--- src/rtl/uart_slave_pkg.sv ---
// uart_slave_pkg
//   Shared constants for the UART slave port: bus register addresses,
//   STATUS register bit positions and IRQ_EN bit positions.
package uart_slave_pkg;

    // Bus register map (i_slave_addr)
    localparam logic [1:0] REG_STATUS = 2'd0;
    localparam logic [1:0] REG_DATA   = 2'd1;
    localparam logic [1:0] REG_IRQ_EN = 2'd2;
    localparam logic [1:0] REG_LEVEL  = 2'd3;

    // STATUS register bit positions
    localparam int ST_RX_EMPTY  = 0;
    localparam int ST_RX_FULL   = 1;
    localparam int ST_TX_EMPTY  = 2;
    localparam int ST_TX_FULL   = 3;
    localparam int ST_OVR       = 4;
    localparam int ST_TXOVF     = 5;
    localparam int ST_PBUF_FULL = 6;

    // IRQ_EN register bit positions
    localparam int IRQ_RX_AVAIL = 0;
    localparam int IRQ_TX_EMPTY = 1;
    localparam int IRQ_ERR      = 2;

    // LEVEL register write bits
    localparam int FLUSH_RX = 0;
    localparam int FLUSH_TX = 1;

endpackage

--- src/rtl/uart_byte_fifo.sv ---
// uart_byte_fifo
//   Byte FIFO of depth 2**AW with synchronous push, pop and flush.
//   Ports:
//     i_clk, i_reset_n   clock, asynchronous active-low reset
//     i_push, i_push_dat push strobe and byte
//     i_pop              pop strobe (ignored when empty)
//     i_flush            empties the FIFO; wins over a same-cycle push/pop
//     o_head             byte at the read pointer (valid when not empty)
//     o_level            number of stored bytes, 0..2**AW
//     o_empty, o_full    occupancy flags
module uart_byte_fifo #(
    parameter int AW = 2
) (
    input  logic          i_clk,
    input  logic          i_reset_n,
    input  logic          i_push,
    input  logic [7:0]    i_push_dat,
    input  logic          i_pop,
    input  logic          i_flush,
    output logic [7:0]    o_head,
    output logic [AW:0]   o_level,
    output logic          o_empty,
    output logic          o_full
);

    localparam int DEPTH = 1 << AW;
    localparam int PW    = (AW > 0) ? AW : 1;
    localparam logic [AW:0]   FULL_LVL = DEPTH[AW:0];
    localparam logic [PW-1:0] PTR_MAX  = PW'(DEPTH - 1);

    logic [7:0]    mem [DEPTH];
    logic [PW-1:0] rd_ptr;
    logic [PW-1:0] wr_ptr;
    logic [AW:0]   count;
    logic          do_push;
    logic          do_pop;

    assign o_empty = (count == '0);
    assign o_full  = (count == FULL_LVL);
    assign o_level = count;
    assign o_head  = mem[rd_ptr];

    // A pop on an empty FIFO does nothing; a push on a full FIFO only
    // succeeds when a pop frees a slot in the same cycle.
    assign do_pop  = i_pop & ~o_empty;
    assign do_push = i_push & (~o_full | do_pop);

    function automatic logic [PW-1:0] ptr_inc(input logic [PW-1:0] p);
        return (p == PTR_MAX) ? '0 : p + 1'b1;
    endfunction

    // Storage array; not reset because the count gates every read of it.
    always_ff @(posedge i_clk) begin
        if (do_push && !i_flush) begin
            mem[wr_ptr] <= i_push_dat;
        end
    end

    // Pointers and count; flush takes priority over push and pop.
    always_ff @(posedge i_clk or negedge i_reset_n) begin
        if (!i_reset_n) begin
            rd_ptr <= '0;
            wr_ptr <= '0;
            count  <= '0;
        end else if (i_flush) begin
            rd_ptr <= '0;
            wr_ptr <= '0;
            count  <= '0;
        end else begin
            if (do_push) wr_ptr <= ptr_inc(wr_ptr);
            if (do_pop)  rd_ptr <= ptr_inc(rd_ptr);
            case ({do_push, do_pop})
                2'b10:   count <= count + 1'b1;
                2'b01:   count <= count - 1'b1;
                default: count <= count;
            endcase
        end
    end

endmodule

--- src/rtl/uart_slave_port.sv ---
// uart_slave_port
//   Byte-level bridge between uart_rx/uart_tx and two clients: the protocol
//   engine (tagged bytes, bit7=1) and a CPU bus slave (data bytes, bit7=0).
//   Ports:
//     i_clk, i_reset_n                 clock, asynchronous active-low reset
//     i_rx_dat, i_rx_pulse             received byte and strobe
//     o_tx_dat, o_tx_start, i_tx_ready byte/start to uart_tx, uart_tx idle
//     o_prot_rx_dat, o_prot_rx_pulse   tagged payload to the protocol engine
//     i_prot_tx_dat, i_prot_tx_pulse   protocol byte to send and strobe
//     o_prot_tx_ready                  protocol buffer empty
//     i_slave_addr/_data/_we/_cs       bus access, committed on cs rising
//     o_slave_data, o_slave_ack        registered read data, acknowledge
//     o_int                            registered interrupt request
module uart_slave_port
    import uart_slave_pkg::*;
#(
    parameter int RX_AW      = 2,
    parameter int TX_AW      = 1,
    parameter bit PROT_FIRST = 1'b1
) (
    input  logic       i_clk,
    input  logic       i_reset_n,
    input  logic [7:0] i_rx_dat,
    input  logic       i_rx_pulse,
    output logic [7:0] o_tx_dat,
    output logic       o_tx_start,
    input  logic       i_tx_ready,
    output logic [7:0] o_prot_rx_dat,
    output logic       o_prot_rx_pulse,
    input  logic [7:0] i_prot_tx_dat,
    input  logic       i_prot_tx_pulse,
    output logic       o_prot_tx_ready,
    input  logic [1:0] i_slave_addr,
    input  logic [7:0] i_slave_data,
    output logic [7:0] o_slave_data,
    input  logic       i_slave_we,
    input  logic       i_slave_cs,
    output logic       o_slave_ack,
    output logic       o_int
);

    logic [7:0]     rx_head, tx_head;
    logic [RX_AW:0] rx_level;
    logic [TX_AW:0] tx_level;
    logic           rx_empty, rx_full, tx_empty, tx_full;
    logic           rx_push, rx_pop, rx_flush;
    logic           tx_push, tx_pop, tx_flush;

    logic           cs_q, commit, rd_commit, wr_commit;
    logic           pbuf_full, pbuf_load, pbuf_pop;
    logic [6:0]     pbuf_dat;
    logic           lockout, start_now, pick_prot;
    logic           ovr, txovf, ovr_set, txovf_set, ovr_clr, txovf_clr;
    logic [2:0]     irq_en, irq_src;
    logic [7:0]     status, rd_val;
    logic           unused_bits;

    // The bus acknowledge is simply cs delayed by one cycle, which gives
    // ack from the cycle after commit until the cycle after cs falls.
    assign commit      = i_slave_cs & ~cs_q;
    assign rd_commit   = commit & ~i_slave_we;
    assign wr_commit   = commit & i_slave_we;
    assign o_slave_ack = cs_q;

    assign rx_push  = i_rx_pulse & ~i_rx_dat[7];
    assign rx_pop   = rd_commit & (i_slave_addr == REG_DATA);
    assign rx_flush = wr_commit & (i_slave_addr == REG_LEVEL) & i_slave_data[FLUSH_RX];
    assign tx_push  = wr_commit & (i_slave_addr == REG_DATA);
    assign tx_flush = wr_commit & (i_slave_addr == REG_LEVEL) & i_slave_data[FLUSH_TX];

    assign pbuf_load       = i_prot_tx_pulse & ~pbuf_full;
    assign o_prot_tx_ready = ~pbuf_full;

    // A dropped byte raises its sticky flag; a pop in the same cycle or a
    // flush means nothing was lost. Set beats a same-cycle write-1-clear.
    assign ovr_set   = rx_push & rx_full & ~rx_pop & ~rx_flush;
    assign txovf_set = tx_push & tx_full & ~tx_pop & ~tx_flush;
    assign ovr_clr   = wr_commit & (i_slave_addr == REG_STATUS) & i_slave_data[ST_OVR];
    assign txovf_clr = wr_commit & (i_slave_addr == REG_STATUS) & i_slave_data[ST_TXOVF];

    assign unused_bits = ^{i_prot_tx_dat[7], tx_head[7], tx_level};

    uart_byte_fifo #(.AW(RX_AW)) u_rx_fifo (
        .i_clk      (i_clk),
        .i_reset_n  (i_reset_n),
        .i_push     (rx_push),
        .i_push_dat ({1'b0, i_rx_dat[6:0]}),
        .i_pop      (rx_pop),
        .i_flush    (rx_flush),
        .o_head     (rx_head),
        .o_level    (rx_level),
        .o_empty    (rx_empty),
        .o_full     (rx_full)
    );

    uart_byte_fifo #(.AW(TX_AW)) u_tx_fifo (
        .i_clk      (i_clk),
        .i_reset_n  (i_reset_n),
        .i_push     (tx_push),
        .i_push_dat (i_slave_data),
        .i_pop      (tx_pop),
        .i_flush    (tx_flush),
        .o_head     (tx_head),
        .o_level    (tx_level),
        .o_empty    (tx_empty),
        .o_full     (tx_full)
    );

    // TX arbitration: start whenever uart_tx is idle, we are not in the
    // one-cycle lockout after the previous start, and something is pending.
    // The chosen source is popped on the same edge the start is seen.
    always_comb begin
        start_now  = i_tx_ready & ~lockout & (pbuf_full | ~tx_empty);
        pick_prot  = pbuf_full & (PROT_FIRST | tx_empty);
        pbuf_pop   = start_now & pick_prot;
        tx_pop     = start_now & ~pick_prot;
        o_tx_start = start_now;
        o_tx_dat   = 8'h00;
        if (start_now) begin
            o_tx_dat = pick_prot ? {1'b1, pbuf_dat} : {1'b0, tx_head[6:0]};
        end
    end

    // Register read mux and interrupt sources.
    always_comb begin
        status  = {1'b0, pbuf_full, txovf, ovr, tx_full, tx_empty, rx_full, rx_empty};
        irq_src = {ovr | txovf, tx_empty, ~rx_empty};
        rd_val  = 8'h00;
        case (i_slave_addr)
            REG_STATUS: rd_val = status;
            REG_DATA:   rd_val = rx_empty ? 8'h00 : rx_head;
            REG_IRQ_EN: rd_val = {5'b0, irq_en};
            REG_LEVEL:  rd_val = 8'(rx_level);
            default:    rd_val = 8'h00;
        endcase
    end

    // Bus side: commit edge detection, captured read data, IRQ enable,
    // sticky error flags and the registered interrupt output.
    always_ff @(posedge i_clk or negedge i_reset_n) begin
        if (!i_reset_n) begin
            cs_q         <= 1'b0;
            o_slave_data <= 8'h00;
            irq_en       <= 3'b000;
            ovr          <= 1'b0;
            txovf        <= 1'b0;
            o_int        <= 1'b0;
        end else begin
            cs_q  <= i_slave_cs;
            ovr   <= ovr_set | (ovr & ~ovr_clr);
            txovf <= txovf_set | (txovf & ~txovf_clr);
            o_int <= |(irq_en & irq_src);
            if (commit) begin
                o_slave_data <= rd_val;
            end
            if (wr_commit && (i_slave_addr == REG_IRQ_EN)) begin
                irq_en <= i_slave_data[2:0];
            end
        end
    end

    // UART side: protocol RX strobe, protocol TX buffer and start lockout.
    always_ff @(posedge i_clk or negedge i_reset_n) begin
        if (!i_reset_n) begin
            o_prot_rx_pulse <= 1'b0;
            o_prot_rx_dat   <= 8'h00;
            pbuf_full       <= 1'b0;
            pbuf_dat        <= 7'h00;
            lockout         <= 1'b0;
        end else begin
            o_prot_rx_pulse <= i_rx_pulse & i_rx_dat[7];
            if (i_rx_pulse && i_rx_dat[7]) begin
                o_prot_rx_dat <= {1'b0, i_rx_dat[6:0]};
            end
            if (pbuf_load) begin
                pbuf_full <= 1'b1;
                pbuf_dat  <= i_prot_tx_dat[6:0];
            end else if (pbuf_pop) begin
                pbuf_full <= 1'b0;
            end
            lockout <= start_now;
        end
    end

endmodule
--- config.mk ---
export PLATFORM = sky130hd
export DESIGN_NAME = uart_slave_port
export DESIGN_NICKNAME = d
export VERILOG_FILES = /design/src/rtl/uart_slave_pkg.sv /design/src/rtl/uart_byte_fifo.sv /design/src/rtl/uart_slave_port.sv
export SDC_FILE = /design/constraint.sdc
export NUM_CORES = 1
export LEC_CHECK = 0
export ABC_AREA = 1
export ABC_CLOCK_PERIOD_IN_PS = 1850
export CAP_MARGIN = 20
export CORE_MARGIN = 5
export CORE_UTILIZATION = 50
export CTS_BUF_LIST = sky130_fd_sc_hd__clkbuf_4 sky130_fd_sc_hd__clkbuf_8
export CTS_CLUSTER_DIAMETER = 150
export DETAILED_ROUTE_END_ITERATION = 6
export PLACE_DENSITY = 0.79
export SLEW_MARGIN = 20
export SYNTH_ARGS = -nofsm -noshare
export SYNTH_HDL_FRONTEND = slang
export SYNTH_SLANG_ARGS = --single-unit
--- constraint.sdc ---
create_clock -name i_clk -period 1.85 [get_ports i_clk]
set_input_delay 0.37 -clock i_clk [delete_from_list [all_inputs] [get_ports i_clk]]
set_output_delay 0.37 -clock i_clk [all_outputs]
set_load 0.01 [all_outputs]
==> impl_results.md, run 1 <==
- Max-slew violation count: 0
- Period minus WS final: 1.89 ns
- Synth cell types: 29
- Starting utilization of the core area: 0.515
- Layout Area Growth over Synthesis: 36.8%
- Detailed-routed wire length on met2: 4.75 mm
- Crit Path Category: register to primary output
- Clock slew seen by the registers of the worst setup and hold paths: 0.10 ns
- Count of endpoints failing setup in the final report: 5
- Chip Width: 96.7 um
- Maximum fanout along the worst path: 5
- Power density relative to cell area: 1200 nW/um^2
- RSZ-0062 raised after global routing: true
- Wire length of the first global-routing pass: 14.8 mm
- Proportion of layout cells with a drive suffix above 1: 0.261
- Number of cell instances on the worst register-to-register path: 11
- Cell with the largest stage delay on the worst path: dfrtp_1
- Clock root cell: clkbuf_8
- Final period utilization: 1.02
- Drt total wl: 8.99 mm
- Path category of the worst min-delay check: primary input to async pin
- Most used cells in the layout excluding fill and tap cells: 73 x nand2_1, 60 x buf_4, 45 x nor2_1
- # DRC: 0
- Kind of start point of the critical path: register
- Met3 wire len: 415 um
- Ports: 62
- Outcome: finished, violations left
- Ant. Diodes: 0
- Finished Layout Cells: 612
- Global placer's final weighted congestion: 0.846
- Largest net degree at the start of global routing: 43
- Fmax achieved: 528 MHz
- Average wire length per cell after detail routing: 14.7 um
- Register-to-Register Setup Slack: 0 ns
- Die Y: 96.7 um
- Crit path cell chain: nor2_2, nand2_1, nand2_2, inv_4, buf_6, o21ai_2, a21oi_2, buf_2
- Synth Instances: 384
- #FFs+latches synth: 84
- Worst-case headroom to the max-slew limit: 0.622
- GR Util All Layers: 0.194
- Clock tree from TritonCTS: yes
- Reg2reg start: lockout
- Hold violation count in the final report: 0
- FFs w/ async S/R, synth: 0.500
- Port buffer count: 57
- Most common cell after layout, fill and taps aside: nand2_1
- CORE AREA: 7290 um^2
- Clock buffers created by TritonCTS: 9
- Total number of placement rows: 31
- Failing checks: negative setup slack
- Antenna viol nets, final: 0
- Longest Clk Path Bufs: 2
- Post-placement cell count: 577
- Tightest Pin Transition: 0.567 ns
- Sinks on Clock Net: 84
- Synthesized area per cell: 9.78 um^2
- Cell area after synthesis: 3760 um^2
- Data required time of the critical path: 1.48 ns
- Total negative slack for setup checks: -0.121 ns
- Post-detailed-route via-to-cell ratio: 5.01
- Final critical-path setup slack: -0.0447 ns
- Category of cells accounting for the largest share of critical-path delay: flip-flops
- Clock latency on the worst-skew pair: 0.37 ns
- Type of element capturing the critical path: primary output
- Data arrival time of the critical path: 1.52 ns
- Antenna violations before repair: 0
- Total via count after detailed routing: 3069
- DRT iter0 DRCs: 114
- Leakage power: 0.00234 uW
- Full die area: 9350 um^2
- Deepest level of the CTS H-tree: 3
- Worst hold margin: 0.0728 ns
- Highest Signal Layer: met4
- Vias in the first global route: 3121
- Residual overflow from global routing: 0
- Number of warnings issued by yosys: 0
- Detailed placer's ending HPWL: 6.26 mm
- M1 wire length: 3.72 mm
- EDFF count, synth: 42
- Final-stage net count: 547
- CP peak stage delay: 0.40 ns
- Critical register-to-register path endpoint: u_tx_fifo.mem[1][0]
- Number of iterations in the first detailed-routing pass: 5
- Max cap viols: 0
- Worst VDD drop: 0.636 mV
- Commonest register cell after synthesis: edfxtp_1
- Register area share after synthesis: 0.615
- Worst setup slack before clock tree synthesis: -0.659 ns
- Max Clock Skew: 0.0141 ns
- Combined buffer and inverter count along the critical path: 3
[stage by stage]
step | utilization | area (um^2) | power, uW
after floorplan | - | 3760 | 3790
after global placement | 0.650 | 4740 | 4610
after detailed placement | 0.650 | 4740 | 4730
after CTS | 0.694 | 5060 | 6110
after global routing | 0.705 | 5140 | 6610
final | 0.705 | 5140 | 6190
[cells in the mapped netlist, types with 2 or more instances]
master,n,area (um^2)
inv_2,2,7.51
buf_2,4,20.0
o21ai_0,37,185
nand3_2,2,20.0
nand2_1,77,289
nand3_1,14,70.1
inv_1,43,161
nand4_1,4,25.0
ha_1,5,62.6
dfrtp_1,42,1050
o22ai_1,6,37.5
buf_4,2,15.0
clkbuf_1,3,11.3
nand2_2,3,18.8
nor2_1,51,191
a21oi_1,28,140
edfxtp_1,42,1260
mux2_2,8,90.1
[kinds of logic (layout without fill, tap and decap cells)]
group           Yosys count  after routing  share of synthesized area
compound gates           74             74                      0.103
fa+ha+maj                 6              6                     0.0220
buf+inv                  55            183                     0.0583
flops                    84             84                      0.615
mux                       8              8                     0.0240
other cells               1              2                   0.000998
simple gates            156            156                      0.177
[per-layer routing]
metal  GRT usage  up-vias
met5           0        -
met3      0.0475       16
met2       0.347       76
li1            -     1519
met1       0.230     1458
met4      0.0551        0
[state kept, by name (all words and copies together), names as in the netlist, 2 cells and up]
signal / count
u_tx_fifo.mem: 14
pbuf_dat: 7
u_rx_fifo.wr_ptr: 2
o_prot_rx_dat: 7
u_rx_fifo.rd_ptr: 2
u_rx_fifo.mem: 28
irq_en: 3
o_slave_data: 7
u_tx_fifo.o_level: 2
u_rx_fifo.o_level: 3
[cell type report]
type | count | area (um^2)
timing repair buffer | 120 | 1010
clock inverter | 7 | 76.3
multi-input combinational | 246 | 1310
fill | 575 | 2150
tap | 99 | 124
timing repair inverter | 1 | 7.51
sequential | 84 | 2310
clock buffer | 9 | 124
inverter | 46 | 175
[power breakdown]
group | internal [uW] | switching [uW] | leakage, uW
clock network | 536 | 780 | 0.000103
logic | 1020 | 1220 | 0.00135
registers | 2350 | 278 | 0.000888
[how the worst max path moves through the flow]
stage	cells past startpoint	to	startpoint
2_1_floorplan	13	u_rx_fifo.o_level[2]	o_slave_ack
3_3_place_gp	8	o_tx_dat[0]	i_tx_ready
3_5_place_dp	8	o_tx_dat[3]	i_tx_ready
4_1_cts	8	o_tx_dat[3]	u_tx_fifo.o_level[0]
5_1_grt	7	o_tx_dat[2]	u_tx_fifo.o_level[1]
6_report	8	o_tx_dat[3]	u_tx_fifo.o_level[1]
[timing repair]
action,4_1_cts,5_1_grt
gates cloned,1,0
setup buffers,15,3
resized for setup,49,26
pin swaps,6,8
hold buffers,0,0
setup endpoints to repair,11,57
(Power assumes the default switching activity.)
==> run 2: changes to the inputs <==
PLACE_DENSITY = 0.87   (was 0.79)
==> impl_results.md, run 2 (synthesis results as in run 1) <==
- Outcome: finished, violations left
- Failing checks: negative setup slack
- Crit Path Category: register to primary output
- Detailed placer's ending HPWL: 6.82 mm
- Cell with the largest stage delay on the worst path: dfrtp_2
- # DRC: 0
- Critical register-to-register path endpoint: u_tx_fifo.mem[1][0]
- RSZ-0062 raised after global routing: true
- CORE AREA: 7290 um^2
- Sinks on Clock Net: 84
- Proportion of layout cells with a drive suffix above 1: 0.251
- Depth of the critical timing path with buffers and inverters included: 5
- Count of endpoints failing setup in the final report: 14
- Kind of start point of the critical path: register
- Average wire length per cell after detail routing: 16.0 um
- Total number of placement rows: 31
- Area used by multi-input combinational logic: 1320 um^2
- Worst-case headroom to the max-slew limit: 0.657
- Clock tree from TritonCTS: yes
- Final critical-path setup slack: -0.0597 ns
- CP peak stage delay: 0.48 ns
- Data arrival time of the critical path: 1.54 ns
- Maximum fanout along the worst path: 8
- Type of element capturing the critical path: primary output
- Tightest Pin Transition: 0.514 ns
- Worst Setup EP: o_tx_dat[3]
- Worst VDD drop: 0.844 mV
- Fmax achieved: 524 MHz
- Crit path cell chain: buf_2, nor2_1, a21oi_1, a21oi_1, buf_2
- Starting utilization of the core area: 0.515
- Chip Width: 96.7 um
- Worst hold margin: 0.445 ns
- Register-to-Register Setup Slack: 0 ns
- Clock buffers created by TritonCTS: 9
- Clock latency on the worst-skew pair: 0.37 ns
- Drt total wl: 9.74 mm
- Number of flip-flops in the largest register: 28
- Power density relative to cell area: 1230 nW/um^2
- Combined buffer and inverter count along the critical path: 2
- Die Y: 96.7 um
- Max cap viols: 0
- Leakage power: 0.00234 uW
- Clock root cell: clkbuf_8
- Wire length of the first global-routing pass: 15.0 mm
- Register bank with the most flops: u_rx_fifo.mem
- M1 wire length: 3.69 mm
- Ports: 62
- Vias in the first global route: 3210
- Max-slew violation count: 0
- Post-detailed-placement cell area: 4760 um^2
- Hold violation count in the final report: 0
- Met3 wire len: 466 um
- Highest Signal Layer: met4
- Clock slew seen by the registers of the worst setup and hold paths: 0.09 ns
- Path category of the worst min-delay check: primary input to register
- Reg2reg start: lockout
- Most used cells in the layout excluding fill and tap cells: 73 x nand2_1, 53 x buf_4, 42 x nor2_1, 42 x edfxtp_1
- Source of the critical timing path: u_tx_fifo.rd_ptr
- Total via count after detailed routing: 3188
- Number of fill cells: 522
- Fin area: 5160 um^2
- Global placer's final weighted congestion: 0.921
- DRT iter0 DRCs: 187
- Category of cells accounting for the largest share of critical-path delay: flip-flops
- Longest Clk Path Bufs: 2
- Final-stage net count: 544
- Period minus WS final: 1.91 ns
- Post-detailed-route via-to-cell ratio: 5.23
- Antenna viol nets, final: 0
- Antenna violations before repair: 0
- Final period utilization: 1.03
- Full die area: 9350 um^2
- Overall power of the completed layout: 6350 uW
- Max Clock Skew: 0.0106 ns
- Finished Layout Cells: 609
- Port buffer count: 57
- Number of cell instances on the worst register-to-register path: 11
- Most common cell after layout, fill and taps aside: nand2_1
- Register Area: 2310 um^2
- Deepest level of the CTS H-tree: 3
- GR Util All Layers: 0.198
- Residual overflow from global routing: 0
- Ant. Diodes: 0
- Layout Area Growth over Synthesis: 37.4%
- Largest net degree at the start of global routing: 24
- Data required time of the critical path: 1.48 ns
- Biggest regs: u_rx_fifo.mem (28), u_tx_fifo.mem (14)
- Detailed-routed wire length on met2: 5.29 mm
- Number of iterations in the first detailed-routing pass: 4
- Post-placement cell count: 578
## run 2: how the worst min path moves through the flow
stage | from | endpoint | slack [ns] | cells past startpoint
after floorplan | i_reset_n | irq_en[0] | 0.07 | 0
after global placement | i_reset_n | o_slave_data[3] | 0.36 | 1
after detailed placement | i_reset_n | o_slave_data[0] | 0.37 | 1
after CTS | i_slave_cs | o_slave_ack | 0.39 | 2
after global routing | i_slave_cs | o_slave_ack | 0.43 | 2
final | i_slave_cs | o_slave_ack | 0.44 | 2
## run 2: through the flow
stage,util,TNS [ns],setup slack [ns]
after CTS,0.692,0,0.00507
after detailed placement,0.653,-18.79,-0.592
final,0.708,-0.0987,-0.0597
after global placement,0.653,-15.20,-0.455
after global routing,0.708,-1.39,-0.0875
after floorplan,-,0,0.0217
## run 2: layout make-up
| cell class | count | area share |
|---|---|---|
| Timing Repair Buffer | 118 | 0.197 |
| Clock buffer | 9 | 0.0240 |
| Sequential cell | 84 | 0.448 |
| Clock inverter | 7 | 0.0182 |
| Tap cell | 99 | 0.0240 |
| Multi-Input combinational cell | 246 | 0.256 |
| Inverter | 46 | 0.0334 |
## run 2: power by group
group	total, uW	internal [uW]	switching, uW
Combinational	2330	1030	1300
Sequential	2630	2350	278
Clock	1400	660	739
## run 2: per-layer routing
layer | vias to the layer above | GRT usage
li1 | 1514 | -
met1 | 1525 | 0.217
met2 | 128 | 0.374
met3 | 21 | 0.0388
met4 | 0 | 0.0767
met5 | - | 0
## run 2: worst register-to-register path, cell delays in order (launching register included)
cell	delay [ns]
dfrtp_1	0.40
nor2_2	0.11
buf_4	0.11
buf_4	0.09
buf_4	0.08
buf_4	0.09
buf_4	0.11
nand3_2	0.10
nand2_2	0.12
nand2_4	0.09
nor2_4	0.13
buf_6	0.14
## run 2: timing repair
action / in CTS / in global routing
gates resized for setup: 47 / 28
endpoints found under the setup margin: 11 / 54
setup buffers: 8 / 6
hold buffers: 1 / 0
pin swaps: 4 / 5
hold endpoints to repair: 19 / 0
==> run 3: changes to the inputs <==
REMOVE_ABC_BUFFERS = 1   (was default)
==> impl_results.md, run 3 (synthesis results as in run 1) <==
- Starting utilization of the core area: 0.515
- Pint: 4040 uW
- Share of total power consumed by net switching: 0.347
- Post-detailed-route via-to-cell ratio: 5.07
- Ant. Diodes: 0
- Wire length of the first global-routing pass: 14.9 mm
- Leakage power: 0.00233 uW
- Port buffer count: 57
- Reg2reg start: o_slave_ack
- Type of element capturing the critical path: primary output
- Layout Area Growth over Synthesis: 36.2%
- Worst-case headroom to the max-slew limit: 0.629
- Residual overflow from global routing: 0
- Vias in the first global route: 3163
- GR Util All Layers: 0.197
- Average wire length per cell after detail routing: 14.8 um
- Max Clock Skew: 0.00779 ns
- Count of endpoints failing setup in the final report: 1
- Register-to-Register Setup Slack: 0.09 ns
- Biggest regs: u_rx_fifo.mem (28), u_tx_fifo.mem (14)
- CORE AREA: 7290 um^2
- Fmax achieved: 532 MHz
- Worst Hold Launch: i_slave_cs
- Detailed placer's ending HPWL: 6.50 mm
- Final cell utilization of the core: 0.702
- Depth of the worst hold-timing path: 1
- Final critical-path setup slack: -0.0295 ns
- Register bank with the most flops: u_rx_fifo.mem
- Most used cells in the layout excluding fill and tap cells: 74 x nand2_1, 57 x buf_4, 45 x nor2_1
- Sinks on Clock Net: 84
- Clock buffers created by TritonCTS: 9
- Clock slew seen by the registers of the worst setup and hold paths: 0.08 ns
- Ports: 62
- Number of iterations in the first detailed-routing pass: 4
- Crit Path Category: register to primary output
- Outcome: finished, violations left
- Fraction of power consumed by combinational cells: 0.362
- Most common cell after layout, fill and taps aside: nand2_1
- Critical register-to-register path endpoint: u_rx_fifo.o_level[2]
- Max-slew violation count: 0
- Longest Clk Path Bufs: 2
- Worst VDD drop: 0.584 mV
- Number of cell instances on the worst register-to-register path: 13
- Total negative slack for setup checks: -0.0295 ns
- Clock latency on the worst-skew pair: 0.35 ns
- Worst hold margin: 0.327 ns
- Largest net degree at the start of global routing: 23
- DRT iter0 DRCs: 170
- Path category of the worst min-delay check: primary input to register
- Final-stage net count: 545
- Clock tree from TritonCTS: yes
- Number of fill cells: 522
- Fin area: 5120 um^2
- Total number of placement rows: 31
- Antenna violations before repair: 0
- RSZ-0062 raised after global routing: true
- Chip Width: 96.7 um
- Antenna viol nets, final: 0
- # DRC: 0
- Overall power of the completed layout: 6190 uW
- Tightest Pin Transition: 0.556 ns
- Hold violation count in the final report: 0
- Data arrival time of the critical path: 1.51 ns
- Proportion of layout cells with a drive suffix above 1: 0.237
- Maximum fanout along the worst path: 4
- Global placer's final weighted congestion: 0.837
- Final period utilization: 1.02
- Deepest level of the CTS H-tree: 3
- Period minus WS final: 1.88 ns
- Die Y: 96.7 um
- Full die area: 9350 um^2
- Max cap viols: 0
- Net switching power: 2150 uW
- Failing checks: negative setup slack
- Clock root cell: clkbuf_8
- Post-detailed-placement cell area: 4760 um^2
- Power density relative to cell area: 1210 nW/um^2
- Data required time of the critical path: 1.48 ns
- Drt total wl: 9.01 mm
- Total via count after detailed routing: 3090
- Worst-case hold path end point: o_slave_ack
- Number of flip-flops in the largest register: 28
- Clk pwr share: 0.214
- Part of the power in registers: 0.424
- Kind of start point of the critical path: register
[run 3: cell count changes in the layout (fill, tap and decap cells not counted), moves of 2 or more]
| cell | delta |
|---|---|
| buf_4 | +4 |
| a21oi_2 | -2 |
| inv_8 | -2 |
| nor2_4 | -2 |
| clkinvlp_4 | +3 |
| nor2_1 | +3 |
| clkbuf_4 | +2 |
| buf_6 | -4 |
| a21oi_1 | +2 |
[run 3: final cells by class]
type,count,area [um^2],share of cell area
inverters,46,173,0.0337
repair buffers,118,1020,0.199
well taps,99,124,0.0242
flip-flops and latches,84,2310,0.452
repair inverters,1,7.51,0.00147
multi-input cells,246,1280,0.251
clock buffers,11,139,0.0271
clock inverters,5,61.3,0.0120
[run 3: timing repair]
item	4_1_cts	5_1_grt
hold endpoints to repair	15	0
gates resized for setup	48	14
setup endpoints to repair	39	40
buffers inserted	9	5
hold buffers	1	0
pin swaps	6	4
cloned	1	0
[run 3: worst max-delay path by stage]
stage | startpoint | to | cells after the start
5_1_grt | u_tx_fifo.o_level[1] | o_tx_dat[3] | 8
3_3_place_gp | i_tx_ready | o_tx_dat[2] | 8
6_report | u_tx_fifo.o_level[1] | o_tx_dat[3] | 8
4_1_cts | u_tx_fifo.o_level[0] | o_tx_dat[3] | 8
3_5_place_dp | i_tx_ready | o_tx_dat[5] | 8
2_1_floorplan | o_slave_ack | u_rx_fifo.mem[0][0] | 9
[run 3: stage by stage]
stage          setup slack (ns)  cells
2_1_floorplan           -0.0829    376
3_3_place_gp             -0.502    578
3_5_place_dp             -0.610    578
4_1_cts                 -0.0665    605
5_1_grt                  -0.111    610
6_report                -0.0295    610
[run 3: worst max-delay path, stage by stage, from the launching register on]
cell        delay, ns
dfrtp_1          0.39
nor2_2           0.14
nand2_2          0.09
nand2_4          0.08
clkinvlp_4       0.10
buf_6            0.12
o21ai_2          0.04
a21oi_1          0.05
buf_2            0.14
[run 3: layer usage]
metal	share of wire	global-route usage	wire length [um]	vias to the layer above
met5	0	0	0	-
met4	0.022	0.0918	198	0
met3	0.042	0.0396	375	21
met2	0.50	0.330	4520	90
met1	0.43	0.244	3920	1467
li1	-	-	-	1512
[run 3: power groups by stage]
stage	clock network (uW)	registers [uW]	logic [uW]
after floorplan	0	2650	1090
after global placement	0	2630	1980
after detailed placement	0	2650	2080
after CTS	1350	2620	2130
after global routing	1420	2680	2500
final	1330	2630	2240
